==> config.mk <==
export PLATFORM = sky130hd
export DESIGN_NAME = csa_accum
export DESIGN_NICKNAME = d
export VERILOG_FILES = /design/src/rtl/csa_pkg.sv /design/src/rtl/csa_row.sv /design/src/rtl/csa_accum.sv
export SDC_FILE = /design/constraint.sdc
export NUM_CORES = 1
export LEC_CHECK = 0
export BUFFER_PORTS_ARGS = -buffer_cell sky130_fd_sc_hd__clkbuf_2
export CAP_MARGIN = 0
export CORE_MARGIN = 2
export CORE_UTILIZATION = 45
export CTS_BUF_LIST = sky130_fd_sc_hd__clkbuf_4
export DETAILED_ROUTE_END_ITERATION = 6
export GPL_ROUTABILITY_DRIVEN = 0
export PLACE_DENSITY = 0.67
export SLEW_MARGIN = 20
export SYNTH_ARGS = -nofsm -noshare
export SYNTH_HDL_FRONTEND = slang
export SYNTH_SLANG_ARGS = --single-unit
==> constraint.sdc <==
create_clock -name clk -period 6.5 [get_ports clk]
set_input_delay 0.65 -clock clk [delete_from_list [all_inputs] [get_ports clk]]
set_output_delay 0.65 -clock clk [all_outputs]
set_load 0.005 [all_outputs]
==> src/rtl/csa_pkg.sv <==
`default_nettype none
// ============================================================================
// Package   : csa_pkg
// Purpose   : Shared types and the element-boundary mask for csa_accum.
// Revision  : 1.0
// ============================================================================
package csa_pkg;

    localparam int MAX_WIDTH = 1024;

    typedef enum logic [1:0] {
        SEW8  = 2'b00,
        SEW16 = 2'b01,
        SEW32 = 2'b10
    } sew_e;

    typedef enum logic [1:0] {
        ACC     = 2'b00,
        RESOLVE = 2'b01,
        HOLD    = 2'b10
    } state_e;

    // The reserved encoding 2'b11 behaves as 32-bit elements.
    function automatic sew_e decode_sew(input logic [1:0] raw);
        case (raw)
            2'b00:   return SEW8;
            2'b01:   return SEW16;
            default: return SEW32;
        endcase
    endfunction

    function automatic logic [MAX_WIDTH-1:0] boundary_mask(input int width, input sew_e sew);
        logic [MAX_WIDTH-1:0] m;
        m = '0;
        case (sew)
            SEW8: begin
                for (int i = 0; i < MAX_WIDTH; i += 8)
                    if (i < width) m[i] = 1'b1;
            end
            SEW16: begin
                for (int i = 0; i < MAX_WIDTH; i += 16)
                    if (i < width) m[i] = 1'b1;
            end
            default: begin
                for (int i = 0; i < MAX_WIDTH; i += 32)
                    if (i < width) m[i] = 1'b1;
            end
        endcase
        return m;
    endfunction

endpackage
`default_nettype wire

==> src/rtl/csa_row.sv <==
`default_nettype none
// ============================================================================
// Module    : csa_row
// Purpose   : One 3:2 carry-save level with carries killed at element starts.
// Revision  : 1.0
// ============================================================================
module csa_row #(
    parameter int WIDTH = 32
) (
    input  logic [WIDTH-1:0] a,
    input  logic [WIDTH-1:0] b,
    input  logic [WIDTH-1:0] c,
    input  logic [WIDTH-1:0] kill_mask,
    output logic [WIDTH-1:0] sum,
    output logic [WIDTH-1:0] carry
);

    logic [WIDTH-1:0] w_maj;

    assign sum   = a ^ b ^ c;
    assign w_maj = (a & b) | (a & c) | (b & c);
    assign carry = (w_maj << 1) & ~kill_mask;

endmodule
`default_nettype wire

==> src/rtl/csa_accum.sv <==
`default_nettype none
// ============================================================================
// Module    : csa_accum
// Purpose   : Per-element carry-save packet accumulator with segmented resolve.
// Revision  : 1.0
// ============================================================================
module csa_accum
    import csa_pkg::*;
#(
    parameter int WIDTH = 32,
    parameter int CNT_W = 8
) (
    input  logic             clk,
    input  logic             rst,
    input  logic [1:0]       sew,
    input  logic             in_valid,
    output logic             in_ready,
    input  logic [WIDTH-1:0] in_data,
    input  logic             in_last,
    output logic             out_valid,
    input  logic             out_ready,
    output logic [WIDTH-1:0] out_data,
    output logic [CNT_W-1:0] out_count
);

    localparam int NSLICE = WIDTH / 8;

    state_e           state;
    logic [WIDTH-1:0] sum_r;
    logic [WIDTH-1:0] carry_r;
    logic [CNT_W-1:0] cnt;
    logic             first;
    sew_e             sew_r;

    sew_e             w_sew_eff;
    logic [WIDTH-1:0] w_kill;
    logic [WIDTH-1:0] w_row_sum;
    logic [WIDTH-1:0] w_row_carry;
    logic [WIDTH-1:0] w_cpa;
    logic [NSLICE-2:0] w_co;
    logic             w_accept;

    assign in_ready  = (state == ACC);
    assign w_accept  = in_valid && in_ready;
    assign w_sew_eff = first ? decode_sew(sew) : sew_r;
    assign w_kill    = WIDTH'(boundary_mask(WIDTH, w_sew_eff));

    csa_row #(.WIDTH(WIDTH)) u_row (
        .a         (sum_r),
        .b         (carry_r),
        .c         (in_data),
        .kill_mask (w_kill),
        .sum       (w_row_sum),
        .carry     (w_row_carry)
    );

    // Byte slices; the carry into a slice is gated off where an element starts.
    for (genvar j = 0; j < NSLICE; j++) begin : g_slice
        logic w_ci;
        if (j == 0) begin : g_first
            assign w_ci = 1'b0;
        end else begin : g_chain
            logic w_cut;
            assign w_cut = (sew_r == SEW8) || ((sew_r == SEW16) && ((j % 2) == 0)) || ((j % 4) == 0);
            assign w_ci  = w_co[j-1] & ~w_cut;
        end
        if (j == NSLICE - 1) begin : g_top
            assign w_cpa[8*j +: 8] = sum_r[8*j +: 8] + carry_r[8*j +: 8] + {7'b0, w_ci};
        end else begin : g_mid
            assign {w_co[j], w_cpa[8*j +: 8]} = {1'b0, sum_r[8*j +: 8]} + {1'b0, carry_r[8*j +: 8]} + {8'b0, w_ci};
        end
    end

    always_ff @(posedge clk or posedge rst) begin
        if (rst) begin
            state     <= ACC;
            sum_r     <= '0;
            carry_r   <= '0;
            out_data  <= '0;
            out_count <= '0;
            out_valid <= 1'b0;
            cnt       <= '0;
            first     <= 1'b1;
            sew_r     <= SEW32;
        end else begin
            case (state)
                ACC: begin
                    if (w_accept) begin
                        sum_r   <= w_row_sum;
                        carry_r <= w_row_carry;
                        if (first) begin
                            sew_r <= w_sew_eff;
                            first <= 1'b0;
                        end
                        if (cnt != {CNT_W{1'b1}}) cnt <= cnt + CNT_W'(1);
                        if (in_last) state <= RESOLVE;
                    end
                end
                RESOLVE: begin
                    out_data  <= w_cpa;
                    out_count <= cnt;
                    out_valid <= 1'b1;
                    sum_r     <= '0;
                    carry_r   <= '0;
                    cnt       <= '0;
                    first     <= 1'b1;
                    state     <= HOLD;
                end
                HOLD: begin
                    if (out_ready) begin
                        out_valid <= 1'b0;
                        state     <= ACC;
                    end
                end
                default: state <= ACC;
            endcase
        end
    end

endmodule
`default_nettype wire

==> results.md, run 1 <==
- Status: complete, no violations
- Final Cycle Share: 96.8%
- Syn_area_per_cell: 9.72 um2
- Root Buffer: clkbuf_4
- Seq/Total Area, Yosys: 46.1%
- Slew margin rel.: 33.3%
- CP Capture Point: out_data[30]
- Initial antenna violation count: 1
- Htree depth: 4
- Tightest Pin Transition: 1000 ps
- DRC violations left: 0
- R2r setup slk: 210 ps
- Peak Freq: 159 MHz
- Crit path max-delay cell type: dfrtp_1
- Cell Pwr Density: 417 nW/um2
- CTS max path bufs: 2
- Fill cells: 1,236
- Reg2reg path depth: 27
- Critical Path Source: sum_r[2]
- Num CTS Buffers: 17
- Crit-path max FO: 2
- Initial core utilization: 46.0%
- PortBufs: 80
- Via count: 4,911
- Tot Pwr: 3080 uW
- DR WL/cell: 14.5 um
- Number of flops mapped to enable cells by yosys: 0
- Vias/cell: 5.19
- CP Class: reg -> reg
- Layout cells sized above 1: 22.0%
- Reg-to-Reg Start: sum_r[2]
- Crit-path max cell delay: 400 ps
- FF-to-FF End: out_data[30]
- Global-route wire length before repair: 23.6 mm
- Die extent in x: 123 um
- Gate count of the mapped netlist: 654
- Pin count of the biggest net entering global routing: 102
- Leak: 0.00383 uW
- CP dominant cell by count: a21oi_2
- DIE HEIGHT: 123 um
- Setup crit end kind: flop
- Final worst path period need: 6290 ps
- Switch share: 40.6%
- Final Hold Viols: 0
- Seq cells post-synth: 117
- Clock Pin Slew Worst Setup and Hold Paths: 100 ps
- Drt initial violations: 358
- Cell Rows: 43
- CTS sink count: 117
- I/O pin cnt: 81
- Final setup fails: 0
- Multi-input gate area: 3330 um2
- Vias in the first global route: 4,932
- Cell family with most CP delay: compound AO/OA/AOI/OAI gates
- Final HPWL DP: 9.37 mm
- Full die area: 15,100 um2
- Cell variety after synth: 42
- CP arrival: 6690 ps
- Worst setup SP type: flop
- Clk_skew: 15.3 ps
- Share of synthesized registers carrying an async set or reset: 100%
- GRT Resource Usage Total: 20.0%
- Synth warn: 0
- Worst path required time: 6890 ps
- Hold Crit Class: in -> async
- Final Routed Wirelength: 13.8 mm
- Final Max Slew Viols: 0
- Routed Antenna Nets: 0
- Switching power: 1250 uW
- Area growth, synth to finish: 16.2%
- Grt total ovfl: 0
- Nets: 859
- Core area: 13,800 um2
- Sequential Area: 2930 um2
- Ys flop type: dfrtp_1
- RSZ-0062 raised after global routing: true
- Clock Latency Late Sink: 540 ps
- WP buf/inv: 0
- Clock power share: 13.5%
- Peak VDD IR: 0.000149 V
- Detailed Routing Iterations Pass 1: 4
- Syn nets: 759
- Flop pwr share: 41.8%
- Max-cap violation count: 0
- Levels on crit path: 27
- Setup_tns: 0 ps
- Synthesized cell area: 6360 um2
- Combinational power share: 44.7%
- CTS tree: done
- Internal power: 1830 uW
## cell usage in the layout (no fill, tap or decap), types with 3 or more instances in the layout
cell type,netlist,routed
o21a_1,4,4
and2_1,4,4
a211oi_1,7,6
fa_2,0,6
clkinv_2,0,5
nor2_1,20,20
a21o_1,9,9
o21bai_1,3,3
ha_1,29,28
a21oi_1,18,11
buf_4,0,32
fa_1,37,31
o31ai_1,7,7
nand2b_4,0,4
nor3_1,7,7
nand2_1,188,188
inv_1,13,12
a311o_1,3,3
xnor2_1,7,7
clkbuf_4,0,21
clkbuf_2,0,80
clkinv_1,0,4
xor2_1,16,16
a31oi_1,3,3
a21oi_2,0,7
nand3_1,61,61
dfrtp_1,115,115
o21ai_0,44,43
## cell usage after synthesis (2+ instances only)
library cell / number / area share (%)
nand2_1: 188 / 11
dfrtp_1: 115 / 45
nand3_1: 61 / 4.8
o21ai_0: 44 / 3.5
fa_1: 37 / 12
ha_1: 29 / 5.7
nor2_1: 20 / 1.2
a21oi_1: 18 / 1.4
xor2_1: 16 / 2.2
inv_1: 13 / 0.77
clkbuf_1: 12 / 0.71
a21o_1: 9 / 1.1
buf_1: 9 / 0.53
buf_2: 9 / 0.71
a211oi_1: 7 / 0.83
nor3_1: 7 / 0.55
o31ai_1: 7 / 0.83
xnor2_1: 7 / 0.96
nand2b_1: 5 / 0.49
and2_1: 4 / 0.39
o21a_1: 4 / 0.47
a311o_1: 3 / 0.47
a31oi_1: 3 / 0.30
o21bai_1: 3 / 0.35
a22o_1: 2 / 0.28
buf_6: 2 / 0.35
dfstp_2: 2 / 0.83
nand4_1: 2 / 0.20
nor2b_1: 2 / 0.20
o22ai_1: 2 / 0.20
## flip-flops by register name, indices dropped and copies added (netlist names)
| register | flops |
|---|---|
| out_count | 8 |
| carry_r | 31 |
| cnt | 8 |
| out_valid | 1 |
| sum_r | 32 |
| sew_r | 2 |
| first | 1 |
| state | 2 |
| out_data | 32 |
## power by group through the flow
| stage | Combinational [uW] | Clock [uW] | Sequential (uW) |
|---|---|---|---|
| after floorplan | 891 | 0 | 1250 |
| after global placement | 1260 | 0 | 1280 |
| after detailed placement | 1310 | 0 | 1300 |
| after CTS | 1360 | 437 | 1280 |
| after global routing | 1590 | 467 | 1330 |
| final | 1380 | 417 | 1290 |
## how the worst min path moves through the flow
stage	endpoint	slack (ps)	cells past startpoint
after floorplan	first	460	2
after detailed placement	out_count[1]	460	2
after global routing	out_count[2]	170	2
final	out_count[2]	160	2
after CTS	out_count[0]	150	2
after global placement	out_data[18]	460	2
## metal layers
metal | wire length (um) | track usage [%] | up-vias
li1 | - | - | 2402
met1 | 6230 | 27.1 | 2403
met2 | 6800 | 31.7 | 94
met3 | 575 | 4.46 | 12
met4 | 148 | 7.04 | 0
met5 | 0 | 0 | -
## through the flow
step                cell area (um2)  cells  hold slack [ps]  util (%)  setup slack, ps
floorplan                      6370    654              464         -             12.0
global placement               7050    906              459      51.0             -115
detailed placement             7050    906              463      51.0             -188
CTS                            7330    941              154      53.0             2.73
global route                   7390    946              175      53.4            -54.4
finish                         7390    946              162      53.4              205
## final cells by class
cell class / count / share of cell area (%)
diodes: 1 / 0.0339
clock buffers: 21 / 2.13
clock inverters: 9 / 0.542
inverters: 13 / 0.694
multi-input cells: 492 / 45.1
flip-flops and latches: 117 / 39.7
well taps: 180 / 3.05
repair buffers: 113 / 8.82
## timing repair
| action | CTS | global route |
|---|---|---|
| endpoints found under the setup margin | 3 | 4 |
| pin swaps | 18 | 11 |
| buffers inserted | 5 | 4 |
| endpoints found under the hold margin | 0 | 0 |
| hold buffers | 0 | 0 |
| resized for setup | 11 | 4 |
## cells by family (layout without fill, tap and decap cells)
group	Yosys count	in the layout	share of synthesized area [%]
muxes	2	2	0.335
adders and majority gates	66	66	17.4
other	0	1	0
buffers and inverters	45	156	3.07
AOI/OAI and AO/OA	109	109	10.6
DFF	117	117	46.1
xor gates and xnor gates	23	23	3.17
and+or+nand+nor	292	292	19.3
No activity file was read; power rests on OpenSTA's default activity.
==> run 2: changes to the inputs <==
--- a/config.mk
+++ b/config.mk
@@ -13,6 +13,7 @@
 export DETAILED_ROUTE_END_ITERATION = 6
 export GPL_ROUTABILITY_DRIVEN = 0
 export PLACE_DENSITY = 0.67
+export RECOVER_POWER = 100
 export SLEW_MARGIN = 20
 export SYNTH_ARGS = -nofsm -noshare
 export SYNTH_HDL_FRONTEND = slang
==> results.md, run 2 (synthesis gave the netlist of run 1 again) <==
- Status: finished, violations left
- Failing checks: max-capacitance violations, max-slew violations
- Cell Rows: 43
- Worst path required time: 6910 ps
- Final Hold Viols: 0
- CTS max path bufs: 2
- Crit-path max cell delay: 400 ps
- CTS sink count: 117
- Vias in the first global route: 4,932
- Hold-fix buffers, CTS: 0
- Clock Latency Late Sink: 550 ps
- I/O pin cnt: 81
- Drt initial violations: 399
- DIE HEIGHT: 123 um
- CTS tree: done
- Peak Freq: 159 MHz
- Peak VDD IR: 0.000150 V
- Area growth, synth to finish: 15.5%
- Full die area: 15,100 um2
- Core area: 13,800 um2
- CP dominant cell by count: a21oi_2
- Internal power: 1810 uW
- Crit path max-delay cell type: dfrtp_1
- DRC violations left: 0
- Clk_skew: 12.9 ps
- Combinational power share: 44.4%
- Max-cap violation count: 3
- Leak: 0.00374 uW
- Most common cell after layout, fill and taps aside: nand2_1
- Largest regs: out_data: 32 flops, sum_r: 32 flops, carry_r: 31 flops
- Tot Pwr: 3070 uW
- Nets: 859
- WP buf/inv: 0
- Crit-path max FO: 2
- CP arrival: 6710 ps
- Routed Antenna Nets: 0
- Final Max Slew Viols: 187
- Slew margin rel.: -147%
- Clock Pin Slew Worst Setup and Hold Paths: 100 ps
- Global-route wire length before repair: 23.6 mm
- Pin count of the biggest net entering global routing: 102
- Worst setup SP type: flop
- Cell family with most CP delay: compound AO/OA/AOI/OAI gates
- Final cell utilization of the core: 53.1%
- Switching power: 1260 uW
- Detailed Routing Iterations Pass 1: 4
- Die extent in x: 123 um
- Tightest Pin Transition: 3700 ps
- Switch share: 40.9%
- Clock power share: 13.7%
- Num CTS Buffers: 17
- Htree depth: 4
- DR WL/cell: 14.6 um
- Initial antenna violation count: 1
- RSZ-0062 raised after global routing: true
- Final worst path period need: 6300 ps
- Final setup fails: 0
- CP Class: reg -> reg
- PortBufs: 80
- R2r setup slk: 200 ps
- Root Buffer: clkbuf_4
- Vias/cell: 5.18
- Via count: 4,899
- Final Routed Wirelength: 13.8 mm
- Setup crit end kind: flop
- Hold Crit Class: in -> reg
- Grt total ovfl: 0
- Flop pwr share: 41.9%
- Most frequent cells in the layout: 188 x nand2_1, 115 x dfrtp_1, 61 x nand3_1, 56 x clkbuf_2, 44 x o21ai_0
- Layout cells sized above 1: 18.4%
- GRT Resource Usage Total: 20.0%
- Cell Pwr Density: 418 nW/um2
- Final Cycle Share: 97.0%
- Final HPWL DP: 9.37 mm
- Initial core utilization: 46.0%
[run 2: per-layer routing]
layer	part of all wire (%)	wire length, um	global-route usage, %
met5	0	0	0
met4	1.7	228	7.04
met3	3.6	496	4.46
met2	49	6790	31.7
met1	45	6250	27.1
[run 2: what timing repair did]
item,CTS,global route
pin swaps,18,11
resized for setup,11,4
endpoints found under the setup margin,3,4
setup buffers,5,4
cloned,0,0
[run 2: cell type report]
cell class | instances | area (um2)
Fill cell | 1254 | 6480
Sequential cell | 117 | 2930
Inverter | 13 | 50.0
Clock buffer | 21 | 158
Tap cell | 180 | 225
Clock inverter | 9 | 40.0
Antenna cell | 1 | 2.50
Timing Repair Buffer | 113 | 611
Multi-Input combinational cell | 492 | 3330
[run 2: path summary, 6_finish.rpt]
| check | from | endpoint | cells after the start |
|---|---|---|---|
| worst max-delay path | sum_r[2] | out_data[30] | 27 |
| worst min-delay path | out_ready | state[1] | 2 |
| worst max register to register | sum_r[2] | out_data[30] | 27 |
| worst min register to register | out_count[2] | out_count[2] | 2 |
| max in group asynchronous | rst | sum_r[7] | 3 |
| min in group asynchronous | rst | out_count[2] | 2 |
[run 2: power groups by stage]
stage	combinational [uW]	clock, uW	sequential [uW]
floorplan	891	0	1250
global placement	1260	0	1280
detailed placement	1310	0	1300
CTS	1360	437	1280
global route	1580	467	1330
finish	1360	421	1290
[run 2: metrics by stage]
stage	instances	hold WS [ps]	setup WS (ps)	cell area [um2]	TNS, ps
finish	946	295	198	7350	0
global route	946	272	-54.4	7350	-54.4
CTS	941	154	2.73	7330	0
detailed placement	906	463	-188	7050	-188
global placement	906	459	-115	7050	-115
floorplan	654	464	12.0	6370	0
==> run 3: changes to the inputs <==
--- a/config.mk
+++ b/config.mk
@@ -8,11 +8,11 @@
 export BUFFER_PORTS_ARGS = -buffer_cell sky130_fd_sc_hd__clkbuf_2
 export CAP_MARGIN = 0
 export CORE_MARGIN = 2
-export CORE_UTILIZATION = 45
+export CORE_UTILIZATION = 54
 export CTS_BUF_LIST = sky130_fd_sc_hd__clkbuf_4
 export DETAILED_ROUTE_END_ITERATION = 6
 export GPL_ROUTABILITY_DRIVEN = 0
-export PLACE_DENSITY = 0.67
+export PLACE_DENSITY = 0.78
 export RECOVER_POWER = 100
 export SLEW_MARGIN = 20
 export SYNTH_ARGS = -nofsm -noshare
==> results.md, run 3 (synthesis gave the netlist of run 1 again) <==
- Initial core utilization: 55.5%
- Status: finished, violations left
- Crit-path max cell delay: 400 ps
- CP dominant cell by count: fa_2
- Htree depth: 4
- Via count: 4,968
- Cell family with most CP delay: compound AO/OA/AOI/OAI gates
- CTS tree: done
- Failing checks: max-capacitance violations, max-slew violations
- Routed Antenna Nets: 0
- Peak Freq: 157 MHz
- CTS max path bufs: 2
- Setup_tns: 0 ps
- Nets: 854
- Clock Latency Late Sink: 510 ps
- Most frequent cells in the layout: 188 x nand2_1, 115 x dfrtp_1, 67 x clkbuf_2, 61 x nand3_1, 43 x o21ai_0
- Hold WS: 353 ps
- Worst path required time: 6870 ps
- Final Routed Wirelength: 13.4 mm
- Final Hold Viols: 0
- Antenna fix cells: 0
- Final Cycle Share: 97.9%
- Crit-path max FO: 4
- Flop pwr share: 41.6%
- Peak VDD IR: 0.000203 V
- Global-route wire length before repair: 23.2 mm
- WP buf/inv: 1
- I/O pin cnt: 81
- Root Buffer: clkbuf_4
- Vias/cell: 5.50
- Worst setup SP type: flop
- Largest regs: out_data: 32 flops, sum_r: 32 flops, carry_r: 31 flops
- Crit path max-delay cell type: dfrtp_1
- CTS sink count: 117
- Drt initial violations: 267
- Switch share: 40.0%
- DRC violations left: 0
- Setup crit end kind: flop
- RSZ-0062 raised after global routing: true
- Final setup fails: 0
- Final Max Slew Viols: 150
- Switching power: 1230 uW
- Clk_skew: 13.6 ps
- Max-cap violation count: 2
- CP Class: reg -> reg
- Tot Pwr: 3080 uW
- Placement Setup Slack: -159 ps
- Initial antenna violation count: 0
- Final worst path period need: 6370 ps
- Clock power share: 15.0%
- Clock Pin Slew Worst Setup and Hold Paths: 100 ps
- Setup ws final: 134 ps
- Most common cell after layout, fill and taps aside: nand2_1
- Area growth, synth to finish: 14.1%
- PortBufs: 80
- Num CTS Buffers: 17
- Hold Crit Class: in -> reg
- Die extent in x: 113 um
- Tightest Pin Transition: 4500 ps
- Internal power: 1850 uW
- Cell Rows: 39
- DR WL/cell: 14.8 um
- Core area: 11,500 um2
- Layout cells sized above 1: 18.3%
- Cell Pwr Density: 424 nW/um2
- Vias in the first global route: 4,929
- DIE HEIGHT: 113 um
- Slew margin rel.: -200%
- Pin count of the biggest net entering global routing: 86
- Grt total ovfl: 0
- Final HPWL DP: 9.21 mm
- Detailed Routing Iterations Pass 1: 5
- Full die area: 12,700 um2
- GRT Resource Usage Total: 22.9%
- CP arrival: 6740 ps
- Combinational power share: 43.4%
- Leak: 0.00374 uW
## run 3: cell types whose count changed in the layout (fill, tap and decap cells not counted), sizes merged
cell | previous run | this run
buf | 30 | 25
bufinv | 0 | 1
clkinv | 9 | 7
clkbuf | 104 | 106
diode | 1 | 0
## run 3: power groups by stage
stage,Clock [uW],Sequential (uW),Combinational [uW]
after floorplan,0,1250,891
after global placement,0,1270,1240
after detailed placement,0,1290,1310
after CTS,475,1280,1330
after global routing,513,1330,1540
final,461,1280,1340
## run 3: what timing repair did
item,4_1_cts,5_1_grt
hold buffers,0,0
buffers inserted,3,2
pin swaps,4,5
gates resized for setup,3,5
setup endpoints to repair,4,4
## run 3: stage by stage
stage	cell area (um2)	cells	utilization, %
2_1_floorplan	6370	654	-
3_3_place_gp	7000	868	61.0
3_5_place_dp	7000	868	61.0
4_1_cts	7260	902	63.3
5_1_grt	7260	904	63.3
6_report	7260	904	63.3
## run 3: final cells by class
class,count,area (um2)
Inverter,13,50.0
Timing Repair Buffer,108,583
Sequential cell,117,2930
Multi-Input combinational cell,492,3280
Tap cell,143,179
Fill cell,968,4210
Clock buffer,23,173
Clock inverter,8,60.1
## run 3: final timing paths
| check | from | end | slack (ps) | cells past startpoint |
|---|---|---|---|---|
| max | sum_r[4] | out_data[30] | 130 | 27 |
| min | in_last | state[0] | 350 | 2 |
| max reg2reg | sum_r[4] | out_data[30] | 130 | 27 |
| min reg2reg | out_count[1] | out_count[1] | 480 | 2 |
| max in group asynchronous | rst | carry_r[23] | 1250 | 3 |
| min in group asynchronous | rst | out_count[4] | 420 | 2 |
## run 3: worst reg2reg max path: cells and delay by family, from the launching register on
kind / cells / cell delay (ps)
AND/OR/NAND/NOR: 3 / 350
adder cells (fa/ha/maj): 7 / 2480
XOR/XNOR: 1 / 140
AO/OA/AOI/OAI: 15 / 2730
flip-flops: 1 / 400
buffers and inverters: 1 / 160
## run 3: layer usage
| layer | wire [um] | track usage (%) | vias to the layer above |
|---|---|---|---|
| met3 | 642 | 6.10 | 29 |
| met4 | 320 | 9.19 | 0 |
| met1 | 5830 | 30.8 | 2421 |
| met5 | 0 | 0 | - |
| li1 | - | - | 2392 |
| met2 | 6550 | 35.8 | 126 |
